[config.mk]
export PLATFORM = sky130hd
export DESIGN_NAME = seq_detect_prog_flat
export DESIGN_NICKNAME = d
export VERILOG_FILES = /design/src/rtl/seq_detect_prog_if.sv /design/src/rtl/seq_detect_prog.sv /design/src/flat_wrapper.sv
export SDC_FILE = /design/constraint.sdc
export NUM_CORES = 1
export LEC_CHECK = 0
export ABC_AREA = 1
export BUFFER_PORTS_ARGS = -buffer_cell sky130_fd_sc_hd__clkbuf_2
export CAP_MARGIN = 20
export CORE_MARGIN = 1.5
export CORE_UTILIZATION = 45
export DETAILED_ROUTE_END_ITERATION = 12
export PLACE_DENSITY = 0.64
export SYNTH_ARGS = -nofsm -noshare
export SYNTH_HDL_FRONTEND = slang
export SYNTH_SLANG_ARGS = --single-unit
[constraint.sdc]
create_clock -name clk -period 4.6 [get_ports clk]
set_input_delay 0.23 -clock clk [delete_from_list [all_inputs] [get_ports clk]]
set_output_delay 0.23 -clock clk [all_outputs]
set_load 0.01 [all_outputs]
[src/rtl/seq_detect_prog_if.sv]
// seq_detect_prog_if
// Bundles the serial data, configuration and result signals of the
// programmable sequence detector.
//   master : drives a/valid, cfg_* and cnt_clr; observes out, match_cnt, cfg_err
//   slave  : the detector side of the same signals
interface seq_detect_prog_if #(
   parameter int MAX_LEN = 8,
   parameter int LEN_W   = $clog2(MAX_LEN + 1),
   parameter int CNT_W   = 8
);
   logic               a;
   logic               valid;
   logic               cfg_we;
   logic [MAX_LEN-1:0] cfg_pattern;
   logic [LEN_W-1:0]   cfg_len;
   logic               cfg_overlap;
   logic               cnt_clr;
   logic               out;
   logic [CNT_W-1:0]   match_cnt;
   logic               cfg_err;

   modport master (
      output a, valid, cfg_we, cfg_pattern, cfg_len, cfg_overlap, cnt_clr,
      input  out, match_cnt, cfg_err
   );

   modport slave (
      input  a, valid, cfg_we, cfg_pattern, cfg_len, cfg_overlap, cnt_clr,
      output out, match_cnt, cfg_err
   );
endinterface

[src/rtl/seq_detect_prog.sv]
// seq_detect_prog
// Programmable serial bit-sequence detector. Matches the newest len bits of
// the received history against a runtime-loaded pattern, with overlapping or
// non-overlapping matching, valid qualification and a saturating match count.
// Reset configuration detects 10101 with overlap.
// Ports:
//   clk    : rising-edge clock
//   rst_n  : asynchronous active-low reset
//   bus    : seq_detect_prog_if.slave (a, valid, cfg_*, cnt_clr in;
//            out, match_cnt, cfg_err out, all registered)
module seq_detect_prog #(
   parameter int                 MAX_LEN     = 8,
   parameter int                 LEN_W       = $clog2(MAX_LEN + 1),
   parameter int                 CNT_W       = 8,
   parameter logic [MAX_LEN-1:0] RST_PATTERN = MAX_LEN'(5'b10101),
   parameter int                 RST_LEN     = 5,
   parameter bit                 RST_OVERLAP = 1'b1
) (
   input logic              clk,
   input logic              rst_n,
   seq_detect_prog_if.slave bus
);

   logic [MAX_LEN-1:0] hist;
   logic [LEN_W-1:0]   fill;
   logic [MAX_LEN-1:0] pat;
   logic [LEN_W-1:0]   len;
   logic               ovl;
   logic               out_q;
   logic [CNT_W-1:0]   cnt_q;
   logic               err_q;

   logic [MAX_LEN-1:0] mask;
   logic [MAX_LEN-1:0] nh;
   logic [LEN_W-1:0]   nf;
   logic               match;
   logic               cfg_ok;
   logic               sample;

   always_comb begin
      mask = '0;
      for (int i = 0; i < MAX_LEN; i++) begin
         mask[i] = (i < int'(len));
      end
      nh     = {hist[MAX_LEN-2:0], bus.a};
      // fill saturates so a long run never wraps back below len
      nf     = (int'(fill) >= MAX_LEN) ? fill : fill + 1'b1;
      // only the low len bits take part; higher pattern/history bits are ignored
      match  = (nf >= len) && (((nh ^ pat) & mask) == '0);
      cfg_ok = (bus.cfg_len != '0) && (int'(bus.cfg_len) <= MAX_LEN);
      sample = bus.valid && !bus.cfg_we;
   end

   always_ff @(posedge clk or negedge rst_n) begin
      if (!rst_n) begin
         hist  <= '0;
         fill  <= '0;
         pat   <= RST_PATTERN;
         len   <= LEN_W'(RST_LEN);
         ovl   <= RST_OVERLAP;
         out_q <= 1'b0;
         cnt_q <= '0;
         err_q <= 1'b0;
      end else begin
         out_q <= 1'b0;
         err_q <= 1'b0;
         if (bus.cfg_we) begin
            // the bit presented alongside a config write is always dropped
            if (cfg_ok) begin
               pat  <= bus.cfg_pattern;
               len  <= bus.cfg_len;
               ovl  <= bus.cfg_overlap;
               hist <= '0;
               fill <= '0;
            end else begin
               err_q <= 1'b1;
            end
         end else if (bus.valid) begin
            hist  <= nh;
            // non-overlapping: restart the fill count so the matched bits
            // cannot be reused by the next match
            fill  <= (!ovl && match) ? '0 : nf;
            out_q <= match;
         end

         if (bus.cnt_clr) begin
            cnt_q <= '0;
         end else if (sample && match && (cnt_q != '1)) begin
            cnt_q <= cnt_q + 1'b1;
         end
      end
   end

   assign bus.out       = out_q;
   assign bus.match_cnt = cnt_q;
   assign bus.cfg_err   = err_q;

endmodule

[src/flat_wrapper.sv]
// flat-port wrapper written by rule: the top's interface ports become plain ports
module seq_detect_prog_flat 
#(
   parameter int                 MAX_LEN     = 8,
   parameter int                 LEN_W       = $clog2(MAX_LEN + 1),
   parameter int                 CNT_W       = 8,
   parameter logic [MAX_LEN-1:0] RST_PATTERN = MAX_LEN'(5'b10101),
   parameter int                 RST_LEN     = 5,
   parameter bit                 RST_OVERLAP = 1'b1
)
  (clk, rst_n, bus_a, bus_valid, bus_cfg_we, bus_cfg_pattern, bus_cfg_len, bus_cfg_overlap, bus_cnt_clr, bus_out, bus_match_cnt, bus_cfg_err);
  seq_detect_prog_if #(.MAX_LEN(MAX_LEN), .LEN_W(LEN_W), .CNT_W(CNT_W)) bus_i ();
  input logic clk;
  input logic rst_n;
  input wire logic [$bits(bus_i.a)-1:0] bus_a;
  input wire logic [$bits(bus_i.valid)-1:0] bus_valid;
  input wire logic [$bits(bus_i.cfg_we)-1:0] bus_cfg_we;
  input wire logic [$bits(bus_i.cfg_pattern)-1:0] bus_cfg_pattern;
  input wire logic [$bits(bus_i.cfg_len)-1:0] bus_cfg_len;
  input wire logic [$bits(bus_i.cfg_overlap)-1:0] bus_cfg_overlap;
  input wire logic [$bits(bus_i.cnt_clr)-1:0] bus_cnt_clr;
  output wire logic [$bits(bus_i.out)-1:0] bus_out;
  output wire logic [$bits(bus_i.match_cnt)-1:0] bus_match_cnt;
  output wire logic [$bits(bus_i.cfg_err)-1:0] bus_cfg_err;
  assign bus_i.a = bus_a;
  assign bus_i.valid = bus_valid;
  assign bus_i.cfg_we = bus_cfg_we;
  assign bus_i.cfg_pattern = bus_cfg_pattern;
  assign bus_i.cfg_len = bus_cfg_len;
  assign bus_i.cfg_overlap = bus_cfg_overlap;
  assign bus_i.cnt_clr = bus_cnt_clr;
  assign bus_out = bus_i.out;
  assign bus_match_cnt = bus_i.match_cnt;
  assign bus_cfg_err = bus_i.cfg_err;
  seq_detect_prog #(.MAX_LEN(MAX_LEN), .LEN_W(LEN_W), .CNT_W(CNT_W), .RST_PATTERN(RST_PATTERN), .RST_LEN(RST_LEN), .RST_OVERLAP(RST_OVERLAP)) u_core (.clk(clk), .rst_n(rst_n), .bus(bus_i));
endmodule
# Word-level counts from Yosys, hierarchy flattened

Index checks and enable logic that the tools add are counted.

Flip-flop bits (word level): 34
Bits of input ports: 19
Output and inout port bits: 10
Logic and storage cells: 53

$add $sub $neg: 2
$lt $le $gt $ge: 11
Equality and inequality tests: 2
Multiplexer cells: 14
Bitwise operators: 2
Reductions and logical operators: 14

Operators by type and width:

| operator              | count |
|---|---|
| $mux W7               | 3 |
| $mux W4               | 5 |
| $lt A3 B4 Y1 const A  | 4 |
| $mux W8               | 2 |
| $add A8 B1 Y8 const B | 1 |
| $and A8 B8 Y8         | 1 |
| $logic_not A8 Y1      | 1 |
| $lt A1 B4 Y1 const A  | 2 |
| $lt A2 B4 Y1 const A  | 2 |
| $ne A8 B8 Y1 const B  | 1 |
| $xor A8 B8 Y8         | 1 |
| $logic_and A1 B1 Y1   | 6 |
| $add A4 B1 Y4 const B | 1 |
| $ge A4 B4 Y1          | 1 |
| $ge A4 B4 Y1 const B  | 1 |
| $le A4 B4 Y1 const B  | 1 |
| $mux W1               | 4 |
| $reduce_and A2 Y1     | 2 |
| $reduce_bool A2 Y1    | 2 |
| $reduce_bool A4 Y1    | 1 |
| $logic_not A1 Y1      | 2 |
| $ne A2 B1 Y1 const B  | 1 |

# Depth between registers and ports, before layout

Gate-level depths: netlist (run 1).

Word-level depth: 8
Gate-level depth with buffers: 13

# Worst setup path after synthesis (run 1)

No wires, ideal clock.

Path type: flip-flop to flip-flop
Start: register u_core.fill[0]
End: register u_core.cnt_q[4] (netlist: u_core.bus.match_cnt[4])
Setup time: 65 ps
Data arrival time: 1917 ps
Path slack: 2617 ps
Stages on the path, launching flop included: 14
Buffers on the path: 0
Path through: dfrtp_1 -> inv_1 -> ha_1 -> nand2_1 -> o21ai_0 -> ha_1 -> inv_1 -> o21bai_1 -> nand3_1 -> nand3_1 -> nand4_4 -> nor2_8 -> nand3_1 -> nand2_1

Word-level cells in the longest chain between the ends: 7
Elaborated cells on any way between the ends: 8
Those cells by class: add/sub: 1; order compare: 2; mux: 1; reduce/logical: 4

Ends and longest elaborated chain:

| element                                       | RTL line              | text |
|---|---|---|
| from (decl)                                   | seq_detect_prog.sv:25 | `logic [LEN_W-1:0] fill;` |
| from (signal assigned)                        | seq_detect_prog.sv:82 | `fill <= (!ovl && match) ? '0 : nf;` |
| $add A4 B1 Y4 or $ge A4 B4 Y1 (tied branches) | seq_detect_prog.sv:47 | `nf = (int'(fill) >= MAX_LEN) ? fill : fill + 1'b1;` |
| $mux W4 *                                     | seq_detect_prog.sv:47 |  |
| $ge A4 B4 Y1 *                                | seq_detect_prog.sv:49 | `match = (nf >= len) && (((nh ^ pat) & mask) == '0);` |
| $logic_and A1 B1 Y1 *                         | seq_detect_prog.sv:49 |  |
| $logic_and A1 B1 Y1 * (2 in a row)            | seq_detect_prog.sv:88 | `end else if (sample && match && (cnt_q != '1)) begin` |
| $reduce_bool A2 Y1 (no line) *                | --                    |  |
| to (signal assigned)                          | seq_detect_prog.sv:89 | `cnt_q <= cnt_q + 1'b1;` |
| to (decl)                                     | seq_detect_prog.sv:30 | `logic [CNT_W-1:0] cnt_q;` |

Every way passes the cells marked *; elsewhere a longest branch is shown, timed or not.
A chain may end at the register's enable or synchronous reset.

# Final worst setup path (run 1)

Start: register u_core.fill[0]
End: register u_core.cnt_q[5] (netlist: u_core.bus.match_cnt[5])

The elaborated chain is that of the path after synthesis.

==> impl_metrics.csv, run 1 <==
group,metric,value,unit
run_status,status,"finished clean",
clock_network,holdBufCountCts,0,
floorplan,row_count,23,
setup_path,crit_slowest_cell,"sky130_fd_sc_hd__dfrtp_1",
power_and_ir_drop,total_power_per_unit_cell_area,343,mW/mm^2
setup_path,critPathArrivalTime,2.44,ns
drt,vias,1628,
setup_path,worst-setup-path-type,"reg -> reg",
clock_network,clock_sinks,34,
sta,post_route_clock_skew,0.00576,ns
drt,drt-pass1-iter-count,4,
clock_network,cts-root-to-sink-buffers,2,
setup_path,required,4.78,ns
grt,groute.usage.overall,0.186,
final_layout,layout.filler_cells,397,
clock_network,cts_tree,"done",
clock_network,post_cts_buffers,0,
setup_path,path_common_cell,"sky130_fd_sc_hd__nand3_1",
logic_synthesis,synth_cells,243,
placement,hpwl,2700,um
final_layout,finalNetCount,301,
sta,min_period_over_period,0.493,
logic_synthesis,synthesis.area,0.00194,sq mm
grt,grt_max_degree,35,
floorplan,die_w,68.7,um
power_and_ir_drop,worst_ir_drop_vdd,156,uV
clock_network,clkTransAtPathRegs,0.07,ns
setup_path,cpLargestDelayFamily,"simple AND/OR/NAND/NOR gates",
sta,finalSetupViolCount,0,
setup_path,startpoint_type,"flop",
clock_network,post_cts_resize_count,0,
logic_synthesis,synth.yosys.warnings,0,
logic_synthesis,synth_seq_area_share,0.441,
drt,number_of_drc_violations_after_detailed_routing,0,
grt,grt_pass1_wl,6370,um
power_and_ir_drop,fin_total_pwr,765,uW
sta,max-slew-margin-rel,0.434,
floorplan,starting_density_of_the_core,0.476,
hold_path,hold_path.class,"in -> async",
floorplan,num_io_pins,29,
sta,max_freq,0.441,GHz
sta,finalCriticalPeriod,2.27,ns
drt,drt.antenna.violating_nets,0,
final_layout,layout-drive-gt1-share,0.225,
sta,grt_setup_unrepaired,"false",
logic_synthesis,synth_cell_type_count,29,
placement,numPlacedInstances,318,
setup_path,worstPathMaxFanout,8,
setup_path,worstSetupEndpointType,"flop",
drt,routed_wire_length_per_instance,11.4,um
power_and_ir_drop,leakage,0.00124,uW
sta,setup-tns-final,0,ns
logic_synthesis,avgSynthCellArea,8.00,sq um
grt,grtUsageMet2,0.269,
final_layout,post_layout_instance_count_excluding_filler_cells,326,
final_layout,final_core_utilization,0.545,
final_layout,n_antenna_cell,0,
sta,worst_max_slew_pin_slew,0.850,ns
grt,global_route.peak_usage_layer,"met2",
drt,via_per_inst,4.99,
logic_synthesis,synth.ff_latch_count,34,
floorplan,chipHeight,68.7,um
floorplan,core_region_area,0.00409,sq mm
flow_run,drv.max_cap_violation_count,0,
sta,drv_slew,0,
grt,first_global_vias,1438,
setup_path,cp_num_buf_inv,2,
grt,antenna_found_initial,0,
clock_network,tritoncts.num_buffers,5,
grt,globalRouteOverflowTotal,0,
clock_network,cts-htree-levels,2,
grt,met3_usage,0.0390,
placement,port_buffers,28,
final_layout,area.growth.synth_to_final,14.5,%
drt,wirelength,3730,um
placement,rd_place_congestion,0.754,
sta,timing.hold.ws,0.0343,ns
grt,global_route.usage.met1,0.260,
clock_network,clock_latency,0.29,ns
setup_path,path_cells,"inv_1, ha_1, nand2_1, o21ai_0, ha_1, inv_1, o21bai_1, nand3_1, nand3_1, nand4_2, nand3_1, nand2_1",
sta,timing_hold_violations_final,0,
floorplan,die_area,0.00472,sq mm
logic_synthesis,synth.net_count,269,
clock_network,cts.root.buffer_cell,"sky130_fd_sc_hd__clkbuf_8",
setup_path,critical-path-max-stage-delay,0.39,ns
drt,detailedRoute.firstIterationViolations,59,
where the power goes:
group	internal [uW]	leakage [uW]	switching (uW)	total [uW]
registers	332	0.000429	20.2	352
logic	66.8	0.000764	117	184
clock network	121	0.0000482	108	229
kinds of logic after synthesis:
family,after synthesis,synth area share
AND/OR/NAND/NOR,121,0.303
buffers and inverters,44,0.0869
flip-flops,34,0.441
AO/OA/AOI/OAI,28,0.0804
XOR/XNOR,7,0.0315
adder cells (fa/ha/maj),7,0.0450
multiplexers,2,0.0116
metal layers:
metal / vias up / share of wire
li1: 846 / -
met1: 744 / 0.51
met2: 30 / 0.43
met3: 8 / 0.039
met4: 0 / 0.023
met5: - / 0
sequential cells by signal (all words and copies together), names as in the netlist:
signal                count
u_core.bus.match_cnt      8
u_core.pat                8
u_core.hist               7
u_core.fill               4
u_core.len                4
u_core.bus.cfg_err        1
u_core.bus.out            1
u_core.ovl                1
synthesized netlist by cell type:
cell,instances,area [sq um]
sky130_fd_sc_hd__nand2_1,58,218
sky130_fd_sc_hd__inv_1,37,139
sky130_fd_sc_hd__nand3_1,31,155
sky130_fd_sc_hd__dfrtp_1,28,701
sky130_fd_sc_hd__nor2_1,13,48.8
sky130_fd_sc_hd__a21oi_1,12,60.1
sky130_fd_sc_hd__ha_1,7,87.6
sky130_fd_sc_hd__o22ai_1,7,43.8
sky130_fd_sc_hd__dfstp_2,6,158
sky130_fd_sc_hd__o21ai_0,6,30.0
sky130_fd_sc_hd__xor2_1,6,52.6
sky130_fd_sc_hd__nand2_2,5,31.3
sky130_fd_sc_hd__nor2_2,4,25.0
sky130_fd_sc_hd__buf_2,3,15.0
sky130_fd_sc_hd__inv_2,3,11.3
sky130_fd_sc_hd__mux2_2,2,22.5
sky130_fd_sc_hd__nand4_1,2,12.5
sky130_fd_sc_hd__nor2_4,2,22.5
sky130_fd_sc_hd__a21boi_1,1,7.51
sky130_fd_sc_hd__and3_1,1,6.26
sky130_fd_sc_hd__clkbuf_1,1,3.75
sky130_fd_sc_hd__nand3_2,1,10.0
sky130_fd_sc_hd__nand4_2,1,12.5
sky130_fd_sc_hd__nand4_4,1,21.3
sky130_fd_sc_hd__nor2_8,1,20.0
sky130_fd_sc_hd__o21bai_1,1,7.51
sky130_fd_sc_hd__o31ai_1,1,7.51
sky130_fd_sc_hd__or2_0,1,6.26
sky130_fd_sc_hd__xnor2_1,1,8.76
placed cells by master (no fill, tap or decap), types with 2 or more instances in the layout:
| master | netlist | routed |
|---|---|---|
| sky130_fd_sc_hd__ha_1 | 7 | 7 |
| sky130_fd_sc_hd__o21ai_0 | 6 | 6 |
| sky130_fd_sc_hd__a21oi_1 | 12 | 12 |
| sky130_fd_sc_hd__nor2_4 | 2 | 2 |
| sky130_fd_sc_hd__dfrtp_1 | 28 | 28 |
| sky130_fd_sc_hd__nor2_1 | 13 | 13 |
| sky130_fd_sc_hd__dfstp_2 | 6 | 6 |
| sky130_fd_sc_hd__o22ai_1 | 7 | 7 |
| sky130_fd_sc_hd__inv_2 | 3 | 3 |
| sky130_fd_sc_hd__clkbuf_8 | 0 | 6 |
| sky130_fd_sc_hd__nand3_1 | 31 | 31 |
| sky130_fd_sc_hd__nand2_1 | 58 | 58 |
| sky130_fd_sc_hd__nand2_2 | 5 | 5 |
| sky130_fd_sc_hd__clkbuf_2 | 0 | 28 |
| sky130_fd_sc_hd__nand4_1 | 2 | 2 |
| sky130_fd_sc_hd__nor2_2 | 4 | 4 |
| sky130_fd_sc_hd__xor2_1 | 6 | 6 |
| sky130_fd_sc_hd__mux2_2 | 2 | 2 |
| sky130_fd_sc_hd__inv_1 | 37 | 37 |
metrics by stage:
| stage | cell area (sq um) | setup slack (ns) |
|---|---|---|
| 4_1_cts | 2230 | 2.32 |
| 3_3_place_gp | 2140 | 2.47 |
| 3_5_place_dp | 2140 | 2.34 |
| 2_1_floorplan | 1940 | 2.62 |
| 5_1_grt | 2230 | 2.10 |
| 6_report | 2230 | 2.33 |
path summary, 6_finish.rpt:
check                                      startpoint  slack (ns)  depth (start not counted)                             endpoint
min reg2reg                 u_core.pat[2]$_DFFE_PN1P_        0.48                          2            u_core.pat[2]$_DFFE_PN1P_
max in group asynchronous                       rst_n        4.03                          1  u_core.bus.match_cnt[1]$_DFFE_PN0P_
min in group clk                   bus_cfg_pattern[4]        0.15                          3            u_core.pat[4]$_DFFE_PN1P_
max reg2reg                u_core.fill[0]$_DFFE_PN0P_        2.33                         12  u_core.bus.match_cnt[5]$_DFFE_PN0P_
min                                             rst_n        0.03                          1            u_core.pat[1]$_DFFE_PN0P_
max                        u_core.fill[0]$_DFFE_PN0P_        2.33                         12  u_core.bus.match_cnt[5]$_DFFE_PN0P_
final cells by class:
cell class,count,area (sq um),area share
clock buffers,7,86.3,0.0388
flip-flops and latches,34,858,0.385
clock inverters,1,5.00,0.00225
well taps,50,62.6,0.0281
repair buffers,29,148,0.0663
multi-input cells,165,917,0.412
inverters,40,150,0.0674
Power figures use the tool's default switching activity.
==> run 2, diff against run 1 <==
- clock period: 4.6 -> 2.3 ns (I/O delays scaled with it)
==> run 2 against run 1 <==
Net effect: critical endpoint unchanged; highest routed layer unchanged; via count shrank 2.1%; fmax is 8.0% higher; critical path type unchanged; cell count is 0.61% higher.
==> impl_metrics.csv, run 2 (synthesized netlist as in run 1, its figures left out) <==
group,metric,value,unit
drt,drt.antenna.violating_nets,0,
final_layout,area.growth.synth_to_final,16.3,%
final_layout,layout.filler_cells,404,
final_layout,n_antenna_cell,0,
grt,grt_pass1_wl,6050,um
clock_network,cts-root-to-sink-buffers,2,
clock_network,clock_sinks,34,
floorplan,num_io_pins,29,
placement,rd_place_congestion,0.746,
clock_network,clock_latency,0.28,ns
sta,max-slew-margin-rel,0.430,
sta,worst_max_slew_pin_slew,0.854,ns
setup_path,cp-startpoint,"u_core.fill[1]$_DFFE_PN0P_",
final_layout,layout-drive-gt1-share,0.230,
floorplan,chipHeight,68.7,um
setup_path,worstSetupEndpointType,"flop",
sta,worst_slack,0.200,ns
setup_path,critPathArrivalTime,2.32,ns
clock_network,cts-htree-levels,2,
hold_path,hold_path.class,"in -> reg",
floorplan,die_w,68.7,um
sta,finalCriticalPeriod,2.10,ns
setup_path,required,2.52,ns
clock_network,clkTransAtPathRegs,0.07,ns
floorplan,core_region_area,0.00409,sq mm
floorplan,row_count,23,
drt,routed_wire_length_per_instance,11.4,um
final_layout,final_cell_mix,"58 x sky130_fd_sc_hd__nand2_1, 37 x sky130_fd_sc_hd__inv_1, 30 x sky130_fd_sc_hd__nand3_1",
sta,setup-tns-final,0,ns
drt,wirelength,3740,um
setup_path,timing.critical_path.to,"u_core.bus.match_cnt[5]$_DFFE_PN0P_",
placement,dpl_cell_area,0.00214,sq mm
final_layout,stdcell_area,0.00226,sq mm
setup_path,rr_endpoint,"u_core.bus.match_cnt[5]$_DFFE_PN0P_",
placement,port_buffers,28,
setup_path,startpoint_type,"flop",
power_and_ir_drop,total_power_per_unit_cell_area,677,mW/mm^2
drt,number_of_drc_violations_after_detailed_routing,0,
sta,drv_slew,0,
clock_network,cts.root.buffer_cell,"sky130_fd_sc_hd__clkbuf_8",
setup_path,worst_r2r_path_depth,13,
grt,antenna_found_initial,0,
clock_network,tritoncts.num_buffers,5,
final_layout,mostFrequentLayoutCell,"sky130_fd_sc_hd__nand2_1",
grt,groute.usage.overall,0.176,
final_layout,finalNetCount,304,
setup_path,worstPathMaxFanout,8,
power_and_ir_drop,worst_ir_drop_vdd,380,uV
drt,via_per_inst,4.86,
grt,globalRouteOverflowTotal,0,
flow_run,drv.max_cap_violation_count,0,
sta,finalSetupViolCount,0,
sta,min_period_over_period,0.913,
power_and_ir_drop,leakage,0.00126,uW
drt,detailedRoute.firstIterationViolations,49,
grt,first_global_vias,1373,
run_status,status,"finished clean",
drt,vias,1593,
sta,timing_hold_violations_final,0,
placement,hpwl,2740,um
final_layout,seq_area,858,sq um
final_layout,post_layout_instance_count_excluding_filler_cells,328,
sta,max_freq,0.476,GHz
placement,dp_slack,0.114,ns
drt,drt-pass1-iter-count,4,
final_layout,multiInputGateArea,931,sq um
setup_path,worst-setup-path-type,"reg -> reg",
clock_network,cts_tree,"done",
floorplan,die_area,0.00472,sq mm
setup_path,rrSetupSlack,0.20,ns
sta,post_route_clock_skew,0.00145,ns
setup_path,regToRegStartpoint,"u_core.fill[1]$_DFFE_PN0P_",
placement,numPlacedInstances,319,
grt,grt_max_degree,35,
floorplan,starting_density_of_the_core,0.476,
==> run 2: changes by cell type in the layout (fill, tap and decap cells not counted), sizes merged <==
cell	previous run	this run
dlygate4sd3	0	1
buf	1	3
clkinv	1	0
==> run 2: critical path: stages, from the launching register on <==
cell,delay [ns]
sky130_fd_sc_hd__dfrtp_1,0.38
sky130_fd_sc_hd__inv_1,0.11
sky130_fd_sc_hd__ha_1,0.24
sky130_fd_sc_hd__nand2_1,0.06
sky130_fd_sc_hd__o21ai_1,0.08
sky130_fd_sc_hd__ha_1,0.30
sky130_fd_sc_hd__inv_1,0.04
sky130_fd_sc_hd__o21bai_1,0.11
sky130_fd_sc_hd__nand3_1,0.09
sky130_fd_sc_hd__nand3_2,0.13
sky130_fd_sc_hd__nand4_4,0.13
sky130_fd_sc_hd__nor2_8,0.19
sky130_fd_sc_hd__nand3_1,0.09
sky130_fd_sc_hd__nand2_1,0.08
==> run 2: area by class of cell <==
class	instances	share of cell area
clock buffers	7	0.0382
inverters	40	0.0664
multi-input cells	165	0.412
flip-flops and latches	34	0.380
well taps	50	0.0277
repair buffers	32	0.0764
==> run 2: what timing repair did <==
action,4_1_cts,5_1_grt
hold buffers,1,0
endpoints found under the setup margin,0,12
hold endpoints to repair,28,0
resized for setup,0,3
buffers inserted,0,1
==> run 2: routing by layer <==
metal  vias up  wire (um)  global-route usage
met5         -          0                   0
met2        29       1520               0.246
met1       714       2010               0.252
li1        844          -                   -
met4         0         63              0.0735
met3         6        153              0.0519
==> run 2: worst min-delay path by stage <==
stage	from	end	slack (ns)	cells past startpoint
finish	bus_cfg_pattern[4]	u_core.pat[4]$_DFFE_PN1P_	0.04	3
global placement	rst_n	u_core.hist[1]$_DFFE_PN0P_	0.28	1
global route	bus_cfg_overlap	u_core.ovl$_DFFE_PN1P_	0.05	3
CTS	bus_cfg_pattern[4]	u_core.pat[4]$_DFFE_PN1P_	0.04	3
detailed placement	rst_n	u_core.hist[1]$_DFFE_PN0P_	0.27	1
floorplan	rst_n	u_core.bus.cfg_err$_DFF_PN0_	-0.18	0
==> run 2: report_power, final <==
group / switching (uW) / internal (uW)
Clock: 203 / 237
Sequential: 38.8 / 663
Combinational: 245 / 144
Total: 487 / 1040
==> run 2: stage by stage <==
step	total power (uW)	hold WS, ns	utilization
after floorplan	992	-0.181	-
after global placement	1080	0.275	0.524
after detailed placement	1090	0.268	0.524
after CTS	1530	0.0377	0.548
after global routing	1640	0.0494	0.553
final	1530	0.0428	0.553
